`config.mk`:
```
export PLATFORM = sky130hd
export DESIGN_NAME = ika2151_timer_bank
export DESIGN_NICKNAME = d
export VERILOG_FILES = /design/src/rtl/ika2151_timer_bank.sv
export SDC_FILE = /design/constraint.sdc
export NUM_CORES = 1
export LEC_CHECK = 0
export ABC_AREA = 1
export CAP_MARGIN = 20
export CORE_AREA = 2 2 78 80
export DETAILED_ROUTE_END_ITERATION = 8
export DIE_AREA = 0 0 80 82
export HOLD_SLACK_MARGIN = 0.08
export PLACE_DENSITY = 0.75
export SLEW_MARGIN = 20
export SYNTH_ARGS = -nofsm -noshare
export SYNTH_HDL_FRONTEND = slang
export SYNTH_SLANG_ARGS = --single-unit
```
`constraint.sdc`:
```
create_clock -name i_EMUCLK -period 1.55 [get_ports i_EMUCLK]
set_input_delay 0.3875 -clock i_EMUCLK [delete_from_list [all_inputs] [get_ports i_EMUCLK]]
set_output_delay 0.3875 -clock i_EMUCLK [all_outputs]
set_load 0.01 [all_outputs]
```
`src/rtl/ika2151_timer_bank.sv`:
```
// rtl/ika2151_timer_bank.sv - bank of independent prescaled up-counters with overflow flags
//
// Purpose: NCH independent timer channels. Each channel divides the qualified
// timebase tick by (P+1) in its prescaler, then counts up from LOAD. When it
// advances at all-ones it overflows: it reloads LOAD, pulses o_OVFL for one
// enabled-edge interval and, when enabled, sets a sticky flag. One-shot
// channels halt after the overflow until RUN is cycled low and high again.
//
// Ports:
//   i_EMUCLK    master clock, all state on the rising edge
//   i_MRST_n    asynchronous active-low reset
//   i_CEN_n     active-low clock enable; state only moves on enabled edges
//   i_TICK      timebase tick, qualified by i_CEN_n
//   i_LOAD      per-channel reload value, channel k at [k*CNTW +: CNTW]
//   i_PRESC     per-channel prescale terminal P, channel k at [k*PREW +: PREW]
//   i_RUN       per-channel run; low holds the channel in load state
//   i_ONESHOT   per-channel mode: 1 one-shot, 0 auto-reload
//   i_IRQ_EN    per-channel flag-set enable
//   i_FLAG_CLR  per-channel flag clear request
//   o_CNT       counter readback, straight from the count registers
//   o_FLAG      sticky overflow flags
//   o_OVFL      one-interval overflow strobes
//   o_IRQ_n     active-low interrupt, NOR of all flags

module ika2151_timer_bank #(
  parameter int NCH  = 2,
  parameter int CNTW = 10,
  parameter int PREW = 4
) (
  input  logic                i_EMUCLK,
  input  logic                i_MRST_n,
  input  logic                i_CEN_n,
  input  logic                i_TICK,
  input  logic [NCH*CNTW-1:0] i_LOAD,
  input  logic [NCH*PREW-1:0] i_PRESC,
  input  logic [NCH-1:0]      i_RUN,
  input  logic [NCH-1:0]      i_ONESHOT,
  input  logic [NCH-1:0]      i_IRQ_EN,
  input  logic [NCH-1:0]      i_FLAG_CLR,
  output logic [NCH*CNTW-1:0] o_CNT,
  output logic [NCH-1:0]      o_FLAG,
  output logic [NCH-1:0]      o_OVFL,
  output logic                o_IRQ_n
);

  for (genvar k = 0; k < NCH; k++) begin : g_ch
    logic [CNTW-1:0] cnt;
    logic [PREW-1:0] ps;
    logic            done;
    logic            flag;
    logic            ovfl;

    logic [CNTW-1:0] load_k;
    logic [PREW-1:0] presc_k;
    logic            tick_ok;
    logic            advance;
    logic            wrap;

    assign load_k  = i_LOAD[k*CNTW +: CNTW];
    assign presc_k = i_PRESC[k*PREW +: PREW];
    assign tick_ok = i_RUN[k] & ~done & i_TICK;
    // Equality compare only: if P drops below PS mid-count, PS runs on
    // through all-ones and wraps to 0 before matching again.
    assign advance = tick_ok & (ps == presc_k);
    assign wrap    = advance & (&cnt);

    always_ff @(posedge i_EMUCLK or negedge i_MRST_n) begin
      if (!i_MRST_n) begin
        cnt  <= '0;
        ps   <= '0;
        done <= 1'b0;
        flag <= 1'b0;
        ovfl <= 1'b0;
      end else if (!i_CEN_n) begin
        ovfl <= wrap;

        if (!i_RUN[k]) begin
          cnt  <= load_k;
          ps   <= '0;
          done <= 1'b0;
        end else if (tick_ok) begin
          if (!advance) begin
            ps <= ps + 1'b1;
          end else begin
            ps <= '0;
            if (wrap) begin
              // LOAD is sampled here, so a change while running only
              // shows up at the next reload.
              cnt <= load_k;
              if (i_ONESHOT[k]) begin
                done <= 1'b1;
              end
            end else begin
              cnt <= cnt + 1'b1;
            end
          end
        end

        // A setting overflow beats a simultaneous clear request.
        if (wrap && i_IRQ_EN[k]) begin
          flag <= 1'b1;
        end else if (i_FLAG_CLR[k]) begin
          flag <= 1'b0;
        end
      end
    end

    assign o_CNT[k*CNTW +: CNTW] = cnt;
    assign o_FLAG[k]             = flag;
    assign o_OVFL[k]             = ovfl;
  end

  assign o_IRQ_n = ~|o_FLAG;

endmodule

```
==> out/metrics.yaml <==
yosysWarningCount: 0
fin_crit_ns: 1.555
arrival_ns: 1.73
worstSkewPairLatency_ns: 0.29
crit_chain: "ha_2, nand3_2, inv_2, nand2_4, nor2_4, nand3_4, nand2_4, nand2_2, nand3_1, nand2_1"
period_share_pct: 100.4
avgRoutedWirePerCell_um: 13.22
cpPeakStageDelay_ns: 0.37
drc: 0
final_common_cell: "nand2_1"
fin_skew_ns: 0.005031
synth_seq_area_share_pct: 34.89
start_util_pct: 42.44
cp-end-kind: "flip-flop"
critPathKind: "reg -> reg"
cts_buffers: 5
holdBufCountCts: 0
fin_ws_ns: -0.005435
p_total_mw: 3.051
die_x_um: 80
design.core.area_mm2: 0.005746
rows: 28
synth-seq-cells: 34
syn_to_final_growth_pct: 53.98
cts_root_buf: "clkbuf_8"
hold_viol: 0
syn_inst: 360
antenna_left: 0
grt_max_degree: 35
dpl.hpwl_mm: 4.750
antenna_found_initial: 0
peakVddDrop_mv: 0.4586
drt-total-wl_mm: 7.189
p_leak_nw: 2.002
die_h_um: 82
drt_first_pass_iters: 4
yosysUniqueCellTypes: 26
final_layout_size_suffix_gt1_share_pct: 25.37
gr-total-overflow: 0
tns_ns: -0.005435
clockBufferDepth: 2
finalMaxSlewViolations: 0
critPathMaxFanout: 6
drt-initial-drc-count: 134
grt_pass1_vias: 2529
grt_setup_unrepaired: "yes"
grt_pass1_wl_mm: 11.16
io_buffers: 64
vias: 2741
diodes: 0
routabilityCongestion: 0.8930
clock-sinks: 34
violations: "setup timing"
avgSynthCellArea_um2: 6.774
nets: 514
hold_class: "in -> async"
clk_pin_slew_worst_paths_ns: 0.07
drv_cap: 0
cpMostUsedCell: "nand2_4"
synth_nets: 404
crit_buf_inv: 1
io-pin-count: 65
h-tree-depth: 2
max_freq_mhz: 642.9
synth_area_mm2: 0.002439
required_ns: 1.73
cts_tree: "built"
dieArea_mm2: 0.006560
crit_path_start_kind: "flip-flop"
powerDensity_mw_per_mm2: 812.5
layout_common_cells: "nand2_1 (110), inv_1 (47), nand3_1 (45), buf_4 (42)"
setup_viol: 1
relSlewSlack_pct: 83.85
slowest_stage: "dfrtp_1"
final_util_pct: 65.35
path_delay_family: "simple AND/OR/NAND/NOR gates"
timing_worst_slew_pin_value_ns: 0.2422
status: "finished with violations"
grtUsageTotal_pct: 21.85
viasPerCell: 5.039
layer usage:
metal | share of wire [%] | wire length [um] | GRT usage, %
met1 | 41 | 2927 | 25.64
met2 | 52 | 3715 | 41.08
met3 | 6.3 | 451 | 3.407
met4 | 1.3 | 95 | 6.271
met5 | 0 | 0 | 0
repair_timing:
action,CTS,global route
buffers inserted,9,11
cloned,1,3
hold endpoints to repair,0,0
gates resized for setup,53,44
pin swaps,10,25
setup endpoints to repair,50,31
logic make-up (layout without fill, tap and decap cells):
| logic type | count (synthesis) | after routing | synth area share (%) |
|---|---|---|---|
| AO/OA/AOI/OAI | 17 | 17 | 4.515 |
| XOR/XNOR | 12 | 12 | 4.310 |
| adder cells (fa/ha/maj) | 4 | 4 | 2.052 |
| buffers and inverters | 67 | 174 | 12.83 |
| flip-flops | 34 | 34 | 34.89 |
| AND/OR/NAND/NOR | 226 | 228 | 41.41 |
registers in the layout, summed over array words and instances, names as in the netlist:
name	cells
g_ch.cnt	20
g_ch.ps	8
g_ch.done	2
g_ch.flag	2
g_ch.ovfl	2
area by class of cell:
cell class                      count  area, um2
Multi-Input combinational cell    261       1468
Sequential cell                    34      854.6
Clock buffer                        6      82.58
Timing Repair Buffer              116       1061
Tap cell                           75      93.84
Inverter                           52      195.2
Fill cell                         513       1991
Yosys cell counts:
| master | count | area share (%) |
|---|---|---|
| a21oi_2 | 3 | 1.1 |
| nor2_1 | 26 | 4.0 |
| nor2_2 | 6 | 1.5 |
| nand2_2 | 6 | 1.5 |
| o21ai_0 | 5 | 1.0 |
| buf_4 | 5 | 1.5 |
| xnor2_1 | 5 | 1.8 |
| a21oi_1 | 6 | 1.2 |
| a21oi_4 | 1 | 0.67 |
| buf_2 | 4 | 0.82 |
| clkbuf_1 | 1 | 0.15 |
| nand3_2 | 5 | 2.1 |
| nand4_2 | 1 | 0.51 |
| nand4_1 | 5 | 1.3 |
| dfrtp_1 | 34 | 35 |
| nand3_1 | 51 | 10 |
| xor2_1 | 7 | 2.5 |
| ha_1 | 4 | 2.1 |
| nand2_1 | 121 | 19 |
| or2_2 | 1 | 0.26 |
| nor3_1 | 1 | 0.21 |
| inv_1 | 49 | 7.5 |
| inv_2 | 3 | 0.46 |
| buf_6 | 5 | 2.3 |
| o22ai_1 | 2 | 0.51 |
| nand3b_1 | 3 | 0.92 |
power breakdown:
| part | leakage [nW] | switching, mW | total (mW) | internal [mW] |
|---|---|---|---|---|
| sequential | 0.429 | 0.135 | 1.16 | 1.02 |
| clock | 0.0431 | 0.323 | 0.666 | 0.343 |
| combinational | 1.53 | 0.624 | 1.23 | 0.601 |
| total | 2.00 | 1.08 | 3.05 | 1.97 |
stage by stage:
stage	worst slack (ns)	std cells	hold slack [ns]	area, um2
finish	-0.005435	544	0.4696	3755
floorplan	0.03203	360	0.09191	2439
global placement	-0.4012	514	0.4701	3293
global route	-0.05472	544	0.4840	3755
CTS	0.002726	530	0.4839	3492
detailed placement	-0.4531	514	0.4721	3293
final timing paths:
path                             endpoint           start  cells after the start  slack [ns]
max reg2reg                g_ch[0].cnt[7]  g_ch[0].cnt[0]                     10      -0.005
min reg2reg                  g_ch[1].ovfl    g_ch[1].ovfl                      2        0.48
min                         g_ch[0].ps[3]        i_MRST_n                      2        0.47
max                        g_ch[0].cnt[7]  g_ch[0].cnt[0]                     10      -0.005
max in group asynchronous  g_ch[1].cnt[3]        i_MRST_n                      2        0.88
min in group i_EMUCLK        g_ch[1].ovfl    g_ch[1].ovfl                      2        0.48
Power figures use the tool's default switching activity.
